File: config.mk
export PLATFORM = sky130hd
export DESIGN_NAME = result_select_mux
export DESIGN_NICKNAME = d
export VERILOG_FILES = /design/src/rtl/alu_pkg.sv /design/src/rtl/rsm_rr_ptr.sv /design/src/rtl/result_select_mux.sv
export SDC_FILE = /design/constraint.sdc
export NUM_CORES = 1
export LEC_CHECK = 0
export BUFFER_PORTS_ARGS = -buffer_cell sky130_fd_sc_hd__buf_2
export CAP_MARGIN = 10
export CORE_AREA = 2 2 219 221
export DETAILED_ROUTE_END_ITERATION = 8
export DIE_AREA = 0 0 221 223
export SYNTH_ARGS = -nofsm -noshare
export SYNTH_HDL_FRONTEND = slang
export SYNTH_SLANG_ARGS = --single-unit
File: constraint.sdc
create_clock -name clk -period 2.45 [get_ports clk]
set_input_delay 0.1225 -clock clk [delete_from_list [all_inputs] [get_ports clk]]
set_output_delay 0.1225 -clock clk [all_outputs]
set_load 0.02 [all_outputs]
File: src/rtl/alu_pkg.sv
// rtl/alu_pkg.sv - shared defaults and mode encoding for the result select mux
package alu_pkg;

    localparam int RSM_WIDTH  = 32;
    localparam int RSM_NUM_IN = 16;

    typedef enum logic {
        RSM_MODE_SEL = 1'b0,
        RSM_MODE_RR  = 1'b1
    } rsm_mode_e;

endpackage

File: src/rtl/rsm_rr_ptr.sv
// rtl/rsm_rr_ptr.sv - round-robin channel pointer, advances on adv and wraps at NUM_IN-1
module rsm_rr_ptr #(
    parameter  int NUM_IN = 16,
    localparam int SEL_W  = $clog2(NUM_IN)
) (
    input  logic             clk,
    input  logic             rst_n,
    input  logic             adv,
    output logic [SEL_W-1:0] ptr
);

    localparam logic [SEL_W-1:0] LAST = SEL_W'(NUM_IN - 1);

    logic [SEL_W-1:0] r_ptr;

    always_ff @(posedge clk or negedge rst_n) begin
        if (!rst_n) begin
            r_ptr <= '0;
        end else if (adv) begin
            r_ptr <= (r_ptr == LAST) ? '0 : r_ptr + 1'b1;
        end
    end

    assign ptr = r_ptr;

endmodule

File: src/rtl/result_select_mux.sv
// rtl/result_select_mux.sv - registered N:1 channel select with external or round-robin index
module result_select_mux
    import alu_pkg::*;
#(
    parameter  int WIDTH  = RSM_WIDTH,
    parameter  int NUM_IN = RSM_NUM_IN,
    localparam int SEL_W  = $clog2(NUM_IN)
) (
    input  logic                    clk,
    input  logic                    rst_n,
    input  logic [NUM_IN*WIDTH-1:0] in_data,
    input  logic [SEL_W-1:0]        sel,
    input  logic                    mode,
    input  logic                    in_valid,
    output logic                    in_ready,
    output logic [WIDTH-1:0]        out_data,
    output logic [SEL_W-1:0]        out_sel,
    output logic                    out_valid,
    input  logic                    out_ready,
    input  logic                    err_clr,
    output logic                    sel_err
);

    localparam logic [SEL_W:0] NUM_IN_EXT = (SEL_W + 1)'(NUM_IN);

    logic             w_accept;
    logic             w_rr_mode;
    logic             w_oor;
    logic [SEL_W-1:0] w_rr_ptr;
    logic [SEL_W-1:0] w_idx;
    logic [WIDTH-1:0] w_pick;

    logic             r_valid;
    logic [WIDTH-1:0] r_data;
    logic [SEL_W-1:0] r_sel;
    logic             r_err;

    assign in_ready  = !r_valid || out_ready;
    assign w_accept  = in_valid && in_ready;
    assign w_rr_mode = (rsm_mode_e'(mode) == RSM_MODE_RR);
    assign w_idx     = w_rr_mode ? w_rr_ptr : sel;
    assign w_oor     = ({1'b0, w_idx} >= NUM_IN_EXT);

    // An out-of-range index matches no channel, so the picked word falls back to zero.
    always_comb begin
        w_pick = '0;
        for (int k = 0; k < NUM_IN; k++) begin
            if (w_idx == SEL_W'(k)) begin
                w_pick = in_data[k*WIDTH +: WIDTH];
            end
        end
    end

    rsm_rr_ptr #(
        .NUM_IN (NUM_IN)
    ) u_rr_ptr (
        .clk   (clk),
        .rst_n (rst_n),
        .adv   (w_accept && w_rr_mode),
        .ptr   (w_rr_ptr)
    );

    always_ff @(posedge clk or negedge rst_n) begin
        if (!rst_n) begin
            r_valid <= 1'b0;
            r_data  <= '0;
            r_sel   <= '0;
            r_err   <= 1'b0;
        end else begin
            if (w_accept) begin
                r_valid <= 1'b1;
                r_data  <= w_pick;
                r_sel   <= w_idx;
            end else if (out_ready) begin
                r_valid <= 1'b0;
            end
            // A fresh bad select outranks a clear in the same cycle.
            if (w_accept && w_oor) begin
                r_err <= 1'b1;
            end else if (err_clr) begin
                r_err <= 1'b0;
            end
        end
    end

    assign out_valid = r_valid;
    assign out_data  = r_data;
    assign out_sel   = r_sel;
    assign sel_err   = r_err;

endmodule

After elaboration in Yosys (flattened, before gate mapping)
Index checks and enable logic that the tools add are counted.

operators by class
  add/sub/neg operators = 1
  eq/ne operators = 16
  muxes and demuxes = 20
  reduce and logical (&&, ||, !) cells = 6

operators with widths
  kind                                            count
  2-to-1 mux 32 bit                               16
  == test 4 bit (second input constant)           9
  == test 4 x 3 -> 1 bit (second input constant)  4
  == test 4 x 2 -> 1 bit (second input constant)  2
  2-to-1 mux 4 bit                                2
  adder 4 x 1 -> 4 bit (second input constant)    1
  == test 4 x 1 -> 1 bit (second input constant)  1
  logical NOT 4 bit                               1
  logical AND 1 bit                               2
  2-to-1 mux 1 bit                                2
  nonzero test 2 bit                              1
  logical NOT 1 bit                               1
  logical OR 1 bit                                1

storage, ports and cells
  register bits after elaboration = 41
  word-level logic and storage cells = 47

Depth between registers and ports, before layout
Gate-level depths: netlist of the first run.

  depth in word-level cells = 18
  mapped depth = 11

By module
Synthesis of the first run repeated with hierarchy kept, for this count alone.

unflattened totals
  cells, all modules = 1120
  area, all modules = 7857.5 um2

modules (own cells, without submodules)
  module             instances  cells each  area each (um2)
  result_select_mux  1          1103        7677.4
  rsm_rr_ptr         1          17          180.2

Worst setup path after synthesis of the first run
OpenSTA, ideal clock, no wires.

  kind = register -> register
  start point = reg u_rr_ptr.r_ptr[0], in the netlist u_rr_ptr.ptr[0]
  end point = reg r_data[10], in the netlist out_data[10]
  library setup time = 126 ps
  data arrival time = 2125 ps
  data required time = 2324 ps
  slack = 199 ps
  cell stages (with the launch flop) = 9
  path buffers = 2
  period minus slack after synthesis = 2251 ps
  cells stage by stage = dfrtp_1 -> clkbuf_1 -> and3b_1 -> or2_2 -> buf_2 -> a222oi_1 -> o22ai_1 -> a211o_1 -> a221o_1

on the way
  word-level cells in the longest chain between the ends = 18
  elaborated cells between the ends (all ways) = 33

ends and longest elaborated chain
  element                           RTL line                 source
  start, declared                   rsm_rr_ptr.sv:14         logic [SEL_W-1:0] r_ptr;
  start signal, assigned            rsm_rr_ptr.sv:20         r_ptr <= (r_ptr == LAST) ? '0 : r_ptr + 1'b1;
  2-to-1 mux 4 bit (*)              result_select_mux.sv:41  assign w_idx = w_rr_mode ? w_rr_ptr : sel;
  logical NOT 4 bit                 result_select_mux.sv:48  if (w_idx == SEL_W'(k)) begin
  2-to-1 mux 32 bit (15 in series)  result_select_mux.sv:48
  2-to-1 mux 32 bit (*)             result_select_mux.sv:48
  end signal, assigned              result_select_mux.sv:72  r_data <= w_pick;
  end, declared                     result_select_mux.sv:34  logic [WIDTH-1:0] r_data;

Every way passes the cells marked *; elsewhere a longest branch is shown, timed or not.
A chain may end at the register's enable or synchronous reset.

Worst setup path in the final report of the first run
  start point = reg u_rr_ptr.r_ptr[0], in the netlist u_rr_ptr.ptr[0]
  end point = reg r_data[1], in the netlist out_data[1]

Same word-level chain as after synthesis.

==> results of run 1 <==
-- critical path, stage by stage, from the launching register on --
cell and delay (ns):
dfrtp_2 0.46, buf_12 0.18, nand3_1 0.11, and2_2 0.24, buf_4 0.17, a2bb2o_1 0.30
a221oi_1 0.48, nor3_1 0.16, o31ai_1 0.22
-- routing by layer --
layer / vias up / track usage / share of wire
met1: 5481 / 0.3029 / 0.42
met2: 773 / 0.3899 / 0.45
li1: 5044 / - / -
met4: 8 / 0.08422 / 0.037
met5: - / 0 / 0.00084
met3: 107 / 0.06058 / 0.092
-- area by class of cell --
type	instances	area (sq um)	area share
Clock buffer	6	138.9	0.01194
Inverter	12	45.04	0.003872
Tap cell	615	769.5	0.06615
Clock inverter	2	13.76	0.001183
Antenna cell	14	35.03	0.003012
Multi-Input combinational cell	784	5424	0.4663
Timing Repair Buffer	709	4178	0.3591
Sequential cell	41	1028	0.08842
-- per-stage QoR --
stage	util	power (uW)	TNS, ns	hold WS (ns)	worst slack [ns]
after floorplan	-	4068	0	-0.1731	0.1987
after global placement	0.2399	7368	-1.170	0.1100	-0.4115
after detailed placement	0.2399	7402	-1.340	0.1183	-0.4191
after CTS	0.2446	8361	0	0.006723	0.001921
after global routing	0.2464	8874	-0.007251	0.03638	-0.007251
final	0.2467	8412	0	0.02549	0.02354
-- cell families after synthesis --
logic type               Yosys count  synth area share
AO/OA/AOI/OAI                    505            0.4979
AND/OR/NAND/NOR                  218            0.1487
other                              1         0.0005531
XOR/XNOR                           3          0.003876
multiplexers                      56            0.1199
adder cells (fa/ha/maj)            1          0.001845
buffers and inverters            122           0.07584
flip-flops                        41            0.1513
-- flip-flops by register name, summed over array words and instances, names as in the netlist --
name and cells:
out_sel 4, out_data 32, u_rr_ptr.ptr 4, out_valid 1
-- power groups by stage --
stage          registers (uW)  clock network (uW)  logic, uW
5_1_grt                  1200                 901       6780
6_report                 1170                 851       6390
3_5_place_dp             1170                   0       6230
3_3_place_gp             1160                   0       6200
4_1_cts                  1160                 890       6310
2_1_floorplan            1390                   0       2680
-- worst paths after layout --
check / from / end / cells past startpoint
min reg2reg: out_sel[3] / out_sel[3] / 2
max in group asynchronous: rst_n / u_rr_ptr.ptr[1] / 3
min: in_valid / out_valid / 2
max: u_rr_ptr.ptr[0] / out_data[1] / 8
min in group asynchronous: rst_n / out_data[29] / 3
max reg2reg: u_rr_ptr.ptr[0] / out_data[1] / 8
-- timing repair --
item / in CTS / in global routing
buffers inserted: 1 / 0
setup endpoints to repair: 7 / 14
endpoints found under the hold margin: 41 / 0
hold buffers: 1 / 0
resized for setup: 12 / 17
pin swaps: 1 / 10
-- synthesized netlist by cell type, types with 4 or more instances --
cell type,instances
mux2_2,14
nor3_1,24
o21bai_1,4
a22oi_1,28
mux4_2,18
dfrtp_1,41
nand3b_1,5
buf_2,18
o31ai_1,9
nor2_1,62
a32oi_1,4
o21a_1,5
a2bb2o_1,8
o22ai_1,82
nand3_1,20
inv_1,12
clkbuf_1,74
a222oi_1,17
mux2i_1,22
nand2_1,69
o211ai_1,43
o221ai_1,20
a221o_1,10
a211oi_1,21
a31oi_1,4
a21oi_1,85
nand2b_1,8
a21o_1,5
buf_1,12
o21ai_0,117
and2_1,7
a221oi_1,16
and3_1,5
==> out/metrics.yaml, run 1 <==
cts_buffers: 5
rrSetupSlack_ns: 0.02
arrival_ns: 2.68
cts_sinks: 41
start_kind: "flop"
gp_congestion: 0.9351
pin_count: 561
rsz0062_at_grt: "yes"
clkTransAtPathRegs_ns: 0.09
final_cell_mix: "558 x buf_2, 128 x buf_4, 114 x o21ai_0"
synth_nets: 1470
p_switching_uw: 4508
synthDominantCellAreaShare: 0.1513
p_comb_frac: 0.760
nets: 2076
powerDensity_nw_per_um2: 723.1
synth_edf_count: 0
drt-pass1-iter-count: 6
switching_share: 0.5360
detail_route.iter0.violations: 1196
crit_path_end_kind: "flop"
areaGrowthSynthToFinish_pct: 71.56
fp.coreArea_sq_um: 47150
antenna_found_initial: 24
antenna_left: 0
die-area_sq_um: 49280
p_leak_uw: 0.005233
yosysTopAreaCell: "dfrtp_1"
numPortBuffers: 558
via_per_inst: 5.228
fmax_mhz: 412.1
cp.required_ns: 2.70
ys_warn_count: 0
ys.flop_type: "dfrtp_1"
pwr-share-seq: 0.139
grt_start_max_net_pins: 37
cts-root-buf: "clkbuf_16"
ys_seq_area_frac: 0.1513
hold_class: "primary input to flop"
die_w_um: 221
grt_pass1_vias: 11340
ir_drop_mv: 0.3193
dp_hpwl_um: 51340
start_util: 0.1438
drc: 0
drv_slew: 0
crit_type: "flop to flop"
final_layout_size_suffix_gt1_frac: 0.5148
p_int_uw: 3903
synth.avg_cell_area_sq_um: 7.160
grt_pass1_wl_um: 83180
ys_async_sr_fraction: 1.000
routedWlPerCell_um: 28.27
max_slew.worst_pin.slew_ns: 0.7087
setup_viol: 0
die_y_um: 223
clk_latency_ns: 0.34
final_hold_viol_count: 0
fin_area_sq_um: 11630
grt_use_total: 0.2383
max-slew-margin-rel: 0.5255
wl_um: 61720
vias: 11410
clockPowerShare: 0.101
fin_crit_sh: 0.9904
stdcell_count: 2183
critPathMaxFanout: 19
drv_cap: 0
synth_cells: 947
period_minus_slack_ns: 2.426
core.rowCount: 80
status: "finished, final reports clean"
ctsLongestPathBuffers: 2
cts_tree: "done"
overflow: 0
htree_levels: 2
layout_commonest_cell: "buf_2"
fill_cells: 5287
ys_ff_latch: 41
dpl_cell_area_sq_um: 11310
ys_types: 65
syn_area_sq_um: 6780
netlist_top_cells_area: "dfrtp_1 15%, o21ai_0 8.6%, o22ai_1 7.6%, a21oi_1 6.3%, mux4_2 6.0%"
fin_skew_ns: 0.01764
placed_cells: 2160
No activity file was read; power rests on OpenSTA's default activity.
==> run 2, diff against run 1 <==
--- a/config.mk
+++ b/config.mk
@@ -5,11 +5,12 @@
 export SDC_FILE = /design/constraint.sdc
 export NUM_CORES = 1
 export LEC_CHECK = 0
+export ABC_AREA = 1
 export BUFFER_PORTS_ARGS = -buffer_cell sky130_fd_sc_hd__buf_2
 export CAP_MARGIN = 10
-export CORE_AREA = 2 2 219 221
+export CORE_AREA = 2 2 220 222
 export DETAILED_ROUTE_END_ITERATION = 8
-export DIE_AREA = 0 0 221 223
+export DIE_AREA = 0 0 222 224
 export SYNTH_ARGS = -nofsm -noshare
 export SYNTH_HDL_FRONTEND = slang
 export SYNTH_SLANG_ARGS = --single-unit
==> run 2 against run 1 <==
  * Synthesized cell count increased by 22%
  * Sequential cell count is the same
  * Critical path depth grew 8
  * Register-to-register slack got worse by 0.02 ns
  * Core utilization decreased by 1.6 points
  * Die area up 0.90%
  * Critical path type unchanged
  * Highest routed layer unchanged
==> out/metrics.yaml, run 2 <==
status: "finished, final reports clean"  # unchanged
core.rowCount: 80  # unchanged
setup_viol: 0  # unchanged
layout_commonest_cell: "buf_2"  # unchanged
synth.avg_cell_area_sq_um: 5.010  # was 7.160 sq um
die-area_sq_um: 49730  # was 49280 sq um
pwr-share-seq: 0.174  # was 0.139
synthDominantCellAreaShare: 0.3028  # was 0.1513
routedWlPerCell_um: 18.84  # was 28.27 um
antenna_found_initial: 5  # was 24
synthMuxAreaShare: 0  # was 0.1199
via_per_inst: 4.139  # was 5.228
crit_type: "flop to flop"  # unchanged
r2r-end: "out_data[5]"  # was out_data[1]
clkTransAtPathRegs_ns: 0.07  # was 0.09 ns
placed_cells: 2337  # was 2160
ys_async_sr_fraction: 1.000  # unchanged
synth_xor_area_frac: 0.001516  # was 0.003875
crit_end: "out_data[5]"  # was out_data[1]
ctsLongestPathBuffers: 2  # unchanged
grt_pass1_vias: 9503  # was 11340
critical_path_depth: 16  # was 8
path_cells: "buf_4 -> nand2_1 -> nand2_2 -> nand2_4 -> nor2_4 -> buf_4 -> nand2_1 -> nand3_1 -> nor2_1 -> nand4_1 -> nor2_1 -> nand4_1 -> nor2_2 -> nand4_1 -> nand2_1 -> nand2_1"  # was buf_12 -> nand3_1 -> and2_2 -> buf_4 -> a2bb2o_1 -> a221oi_1 -> nor3_1 -> o31ai_1
cts_sinks: 41  # unchanged
period_minus_slack_ns: 2.448  # was 2.426 ns
r2r_cells: 16  # was 8
synth_top_family_by_area: "simple AND/OR/NAND/NOR gates"  # was compound AO/OA/AOI/OAI gates
p_leak_uw: 0.005944  # was 0.005233 uW
yosysTopAreaCell: "nand2_1"  # was dfrtp_1
max-slew-margin-rel: 0.6052  # was 0.5255
antenna_left: 0  # unchanged
grt_start_max_net_pins: 33  # was 37
hold_class: "primary input to flop"  # unchanged
areaGrowthSynthToFinish_pct: 88.93  # was 71.56%
cpMostUsedCell: "nand2_1"
powerDensity_nw_per_um2: 603.9  # was 723.1 nW/um^2
cts_buffers: 5  # unchanged
synth_compound_area_frac: 0.04202  # was 0.4979
ys_ff_latch: 41  # unchanged
synth-simple-area-share: 0.6537  # was 0.1487
drc: 0  # unchanged
final_layout_size_suffix_gt1_frac: 0.4532  # was 0.5148
cp.required_ns: 2.65  # was 2.70 ns
wl_um: 44870  # was 61720 um
clockPowerShare: 0.124  # was 0.101
syn_area_sq_um: 5777  # was 6780 sq um
fp.coreArea_sq_um: 47350  # was 47150 sq um
dp_hpwl_um: 36040  # was 51340 um
rrSetupSlack_ns: 0.002  # was 0.02 ns
gp_congestion: 0.9282  # was 0.9351
stdcell_count: 2382  # was 2183
critPathMaxFanout: 5  # was 19
drv_slew: 0  # unchanged
ir_drop_mv: 0.3570  # was 0.3193 mV
critPathTopFamily: "simple AND/OR/NAND/NOR gates"  # was compound AO/OA/AOI/OAI gates
max_slew.worst_pin.slew_ns: 0.5914  # was 0.7087 ns
final_hold_viol_count: 0  # unchanged
holdPathStages: 5  # was 2
cts_tree: "done"  # unchanged
synth_edf_count: 0  # unchanged
detail_route.iter0.violations: 605  # was 1196
yosysMostFrequentCell: "nand2_1"  # was o21ai_0
crit_start: "u_rr_ptr.ptr[0]"  # unchanged
drt-pass1-iter-count: 5  # was 6
cts-root-buf: "clkbuf_16"  # unchanged
nets: 2285  # was 2076
synth-adder-area-share: 0.002166  # was 0.001845
fill_cells: 5530  # was 5287
fin_crit_sh: 0.9992  # was 0.9904
whs_ns: 0.1268  # was 0.02549 ns
p_comb_frac: 0.702  # was 0.760
cp_slowest_cell: "dfrtp_1"  # was a221oi_1
die_y_um: 224  # was 223 um
crit_path_end_kind: "flop"  # unchanged
overflow: 0  # unchanged
numPortBuffers: 558  # unchanged
netlist_top_cells_area: "nand2_1 30%, dfrtp_1 18%, nor2_1 16%, nand4_1 10%, inv_1 6.9%"  # was dfrtp_1 15%, o21ai_0 8.6%, o22ai_1 7.6%, a21oi_1 6.3%, mux4_2 6.0%
grt_use_total: 0.1695  # was 0.2383
drv_cap: 0  # unchanged
start_kind: "flop"  # unchanged
largest_reg_flops: 32  # unchanged
fin_skew_ns: 0.007485  # was 0.01764 ns
fmax_mhz: 408.5  # was 412.1 MHz
pin_count: 561  # unchanged
clk_latency_ns: 0.30  # was 0.34 ns
rsz0062_at_grt: "yes"  # unchanged
p_switching_uw: 3330  # was 4508 uW
ys_types: 30  # was 65
r2r-start: "u_rr_ptr.ptr[0]"  # unchanged
die_w_um: 222  # was 221 um
synth_nets: 1676  # was 1470
switching_share: 0.5052  # was 0.5360
synth_cells: 1153  # was 947
ys.flop_type: "dfrtp_1"  # unchanged
htree_levels: 2  # unchanged
ys_seq_area_frac: 0.1776  # was 0.1513
synth_commonest_cells: "466 x nand2_1, 248 x nor2_1, 106 x inv_1"  # was 117 x o21ai_0, 85 x a21oi_1, 82 x o22ai_1
cp_num_buf_inv: 2  # unchanged
finalSetupTns_ns: 0  # unchanged
p_int_uw: 3261  # was 3903 uW
vias: 9860  # was 11410
grt_pass1_wl_um: 61880  # was 83180 um
critical-path-max-stage-delay_ns: 0.39  # was 0.48 ns
arrival_ns: 2.65  # was 2.68 ns
ys_warn_count: 0  # unchanged
start_util: 0.1220  # was 0.1438
final_cell_mix: "558 x buf_2, 445 x nand2_1, 196 x nor2_1"  # was 558 x buf_2, 128 x buf_4, 114 x o21ai_0
==> run 2: cell count changes after synthesis, moves of 22 or more <==
| cell | delta |
|---|---|
| nand2_1 | +397 |
| nor2_1 | +186 |
| o21ai_0 | -109 |
| inv_1 | +94 |
| nand4_1 | +93 |
| o22ai_1 | -82 |
| a21oi_1 | -49 |
| o211ai_1 | -42 |
| clkbuf_1 | -38 |
| a22oi_1 | -28 |
| nor3_1 | -23 |
| mux2i_1 | -22 |
==> run 2: routing by layer <==
layer  vias to the layer above  wire [um]  track usage
met5                         -         12            0
met3                        68       3339      0.02781
met2                       510      20810       0.2824
met4                         2       1326      0.04839
met1                      4467      19380       0.2251
li1                       4813          -            -
==> run 2: power groups by stage <==
| stage | Sequential [uW] | Combinational [uW] | Clock, uW |
|---|---|---|---|
| floorplan | 1450 | 1560 | 0 |
| global placement | 1150 | 4040 | 0 |
| detailed placement | 1130 | 4040 | 0 |
| CTS | 1140 | 4350 | 851 |
| global route | 1190 | 5050 | 871 |
| finish | 1150 | 4630 | 814 |
==> run 2: through the flow <==
stage / total power [uW] / worst slack [ns] / util / instance area, sq um
floorplan: 3015 / 0.6461 / - / 5777
global placement: 5190 / -0.4466 / 0.2071 / 9804
detailed placement: 5169 / -0.4409 / 0.2071 / 9804
CTS: 6346 / -0.09221 / 0.2195 / 10390
global route: 7104 / -0.1913 / 0.2304 / 10910
finish: 6591 / 0.002035 / 0.2305 / 10910
==> run 2: worst min-delay path by stage <==
stage	endpoint	start	slack (ns)
6_report	out_data[15]	in_data[431]	0.13
2_1_floorplan	out_data[0]	rst_n	-0.17
4_1_cts	out_data[6]	in_data[390]	0.11
5_1_grt	out_data[19]	in_data[499]	0.15
3_3_place_gp	out_data[25]	rst_n	0.09
3_5_place_dp	out_data[25]	rst_n	0.08
==> run 2: kinds of logic after synthesis <==
family / Yosys count
xor+xnor: 1
simple gates: 890
other cells: 1
flops: 41
compound gates: 47
buf+inv: 172
fa+ha+maj: 1
==> run 2: worst register-to-register path: stages (launching register included) <==
cell     delay [ns]
dfrtp_1        0.39
buf_4          0.14
nand2_1        0.07
nand2_2        0.08
nand2_4        0.11
nor2_4         0.10
buf_4          0.18
nand2_1        0.06
nand3_1        0.09
nor2_1         0.09
nand4_1        0.21
nor2_1         0.16
nand4_1        0.25
nor2_2         0.22
nand4_1        0.10
nand2_1        0.07
nand2_1        0.04
==> run 2: cell type report <==
| cell class | count | area [sq um] | area share |
|---|---|---|---|
| antenna | 4 | 10.01 | 0.0009171 |
| multi-input combinational | 944 | 4568 | 0.4185 |
| sequential | 41 | 1026 | 0.09400 |
| inverter | 113 | 441.7 | 0.04047 |
| timing repair buffer | 657 | 3926 | 0.3597 |
| clock buffer | 7 | 142.6 | 0.01307 |
| tap | 615 | 769.5 | 0.07050 |
| clock inverter | 1 | 30.03 | 0.002751 |
==> run 2: what timing repair did <==
action	4_1_cts	5_1_grt
setup buffers	15	14
endpoints found under the hold margin	16	0
hold buffers	1	0
resized for setup	50	90
gates cloned	5	2
pin swaps	35	84
endpoints found under the setup margin	31	31
==> run 3, diff against run 2 <==
--- a/config.mk
+++ b/config.mk
@@ -8,9 +8,9 @@
 export ABC_AREA = 1
 export BUFFER_PORTS_ARGS = -buffer_cell sky130_fd_sc_hd__buf_2
 export CAP_MARGIN = 10
-export CORE_AREA = 2 2 220 222
+export CORE_AREA = 2 2 221 223
 export DETAILED_ROUTE_END_ITERATION = 8
-export DIE_AREA = 0 0 222 224
+export DIE_AREA = 0 0 223 225
 export SYNTH_ARGS = -nofsm -noshare
 export SYNTH_HDL_FRONTEND = slang
 export SYNTH_SLANG_ARGS = --single-unit
==> constraint.sdc (replaced) <==
create_clock -name clk -period 3.1 [get_ports clk]
set_input_delay 0.155 -clock clk [delete_from_list [all_inputs] [get_ports clk]]
set_output_delay 0.155 -clock clk [all_outputs]
set_load 0.02 [all_outputs]
==> run 3 against run 2 <==
  * Cell count fell by 3.1%
  * Sequential share of layout area up 1.3 points
  * Register-to-register slack gained 0.31 ns
  * Wire length fell by 9.8%
  * Hold slack got worse by 0.092 ns
  * Critical path type unchanged
  * Critical endpoint is now out_data[11]
  * Largest power group unchanged
  * Highest routed layer unchanged
==> out/metrics.yaml, run 3 (synthesis gave the netlist of run 2 again) <==
place_ws_ns: 0.3077  # was -0.4409 ns
overflow: 0  # unchanged
rsz0062_at_grt: "no"  # was yes
gp_congestion: 0.9624  # was 0.9282
clk_latency_ns: 0.30  # about the same
ctsLongestPathBuffers: 2  # unchanged
cts-root-buf: "clkbuf_16"  # unchanged
layout_commonest_cell: "buf_2"  # unchanged
p_leak_uw: 0.005283  # was 0.005944 uW
fp.coreArea_sq_um: 47550  # was 47350 sq um
routedWlPerCell_um: 17.54  # was 18.84 um
drv_cap: 0  # unchanged
status: "finished, final reports clean"  # unchanged
via_per_inst: 4.080  # was 4.139
die_w_um: 223  # was 222 um
start_kind: "flop"  # unchanged
nets: 2209  # was 2285
cts_tree: "done"  # unchanged
critical-path-max-stage-delay_ns: 0.81  # was 0.39 ns
final_hold_viol_count: 0  # unchanged
detail_route.iter0.violations: 642  # was 605
numPortBuffers: 558  # unchanged
antenna_left: 0  # unchanged
largest_reg_flops: 32  # unchanged
max-slew-margin-rel: 0.3026  # was 0.6052
die_y_um: 225  # was 224 um
powerDensity_nw_per_um2: 458.2  # was 603.9 nW/um^2
htree_levels: 2  # unchanged
die-area_sq_um: 50180  # was 49730 sq um
stdcell_count: 2307  # was 2382
cts_sinks: 41  # unchanged
finalSetupTns_ns: 0  # unchanged
pin_count: 561  # unchanged
cp_slowest_cell: "nor2_2"  # was dfrtp_1
ir_drop_mv: 0.2693  # was 0.3570 mV
final_layout_size_suffix_gt1_frac: 0.3811  # was 0.4532
setup_viol: 0  # unchanged
antenna_found_initial: 8  # was 5
final.setup.worst_slack_ns: 0.3133  # was 0.002035 ns
cts_resized: 0  # was 50
hold_class: "primary input to async pin"  # was primary input to flop
critPathMaxFanout: 16  # was 5
fin_skew_ns: 0.009249  # was 0.007485 ns
arrival_ns: 3.03  # was 2.65 ns
grt_use_total: 0.1525  # was 0.1695
clkTransAtPathRegs_ns: 0.07  # about the same
final_cell_mix: "558 x buf_2, 465 x nand2_1, 240 x nor2_1"  # was 558 x buf_2, 445 x nand2_1, 196 x nor2_1
wl_um: 40460  # was 44870 um
start_util: 0.1215  # was 0.1220
grt_pass1_wl_um: 56190  # was 61880 um
fin_crit_sh: 0.8989  # was 0.9992
dp_hpwl_um: 33910  # was 36040 um
period_minus_slack_ns: 2.787  # was 2.448 ns
fmax_mhz: 358.8  # was 408.5 MHz
core.rowCount: 80  # unchanged
drc: 0  # unchanged
max_slew.worst_pin.slew_ns: 1.046  # was 0.5914 ns
path_cells: "inv_1 -> nand2_1 -> nand2_4 -> nand2_2 -> nor2_2 -> buf_4 -> nand2_1 -> nand4_1 -> nor2_1 -> nand4_1 -> nor2_1 -> nand4_1 -> nand2_1 -> nand2_1"  # was buf_4 -> nand2_1 -> nand2_2 -> nand2_4 -> nor2_4 -> buf_4 -> nand2_1 -> nand3_1 -> nor2_1 -> nand4_1 -> nor2_1 -> nand4_1 -> nor2_2 -> nand4_1 -> nand2_1 -> nand2_1
vias: 9412  # was 9860
drv_slew: 0  # unchanged
areaGrowthSynthToFinish_pct: 65.48  # was 88.93%
drt-pass1-iter-count: 5  # unchanged
cts_buffers: 5  # unchanged
post_cts_buffers: 0  # was 15
cpMostUsedCell: "nand2_1"  # unchanged
grt_start_max_net_pins: 42  # was 33
cts_hold_buffers: 0  # was 1
grt_pass1_vias: 9178  # was 9503
cp.required_ns: 3.35  # was 2.65 ns
crit_path_end_kind: "flop"  # unchanged
placed_cells: 2294  # was 2337
crit_type: "flop to flop"  # unchanged
## run 3: cell types whose count changed in the layout (fill, tap and decap cells not counted), sizes merged
cell,before,now
clkinv,1,0
clkinvlp,0,1
diode,4,5
clkbuf,8,7
buf,655,585
inv,112,113
dlygate4sd3,1,0
nor2,261,257
bufinv,1,0
## run 3: stage by stage
stage / instance area (sq um) / hold WS, ns / total power (uW) / utilization
floorplan: 5777 / -0.1406 / 2383 / -
global placement: 9407 / 0.4012 / 3850 / 0.1978
detailed placement: 9407 / 0.4053 / 3852 / 0.1978
CTS: 9547 / 0.07414 / 4442 / 0.2008
global route: 9559 / 0.1187 / 4758 / 0.2011
finish: 9559 / 0.03506 / 4380 / 0.2011
## run 3: worst max-delay path, delay by kind of cell (launching register included)
family,cells,cell delay [ns]
flops,1,0.41
simple gates,12,1.85
buf+inv,2,0.43
## run 3: layout make-up
class                           count  area, sq um
Fill cell                        5641        37990
Multi-Input combinational cell    940         4111
Timing Repair Buffer              585         3070
Sequential cell                    41         1026
Tap cell                          615        769.5
Inverter                          113        429.2
Clock buffer                        7        132.6
Antenna cell                        5        12.51
Clock inverter                      1        7.507
## run 3: power by group
part,internal [uW],total (uW),switching (uW)
registers,762,903,141
logic,968,2920,1950
clock network,301,559,258
## run 3: path summary, 6_finish.rpt
check	slack (ns)	cells after the start	endpoint	startpoint
hold reg to reg	0.48	2	out_data[18]	out_data[18]
setup / recovery	0.31	14	out_data[11]	u_rr_ptr.ptr[0]
hold / removal	0.04	1	out_data[26]	rst_n
setup reg to reg	0.31	14	out_data[11]	u_rr_ptr.ptr[0]
max in group asynchronous	2.40	1	out_data[13]	rst_n
min in group clk	0.14	5	out_data[19]	in_data[499]
## run 3: layer usage
metal	GRT usage	share of wire	up-vias
li1	-	-	4648
met1	0.1984	0.43	4234
met2	0.2522	0.46	469
met3	0.02581	0.078	57
met4	0.05780	0.029	4
met5	0	0.00067	-
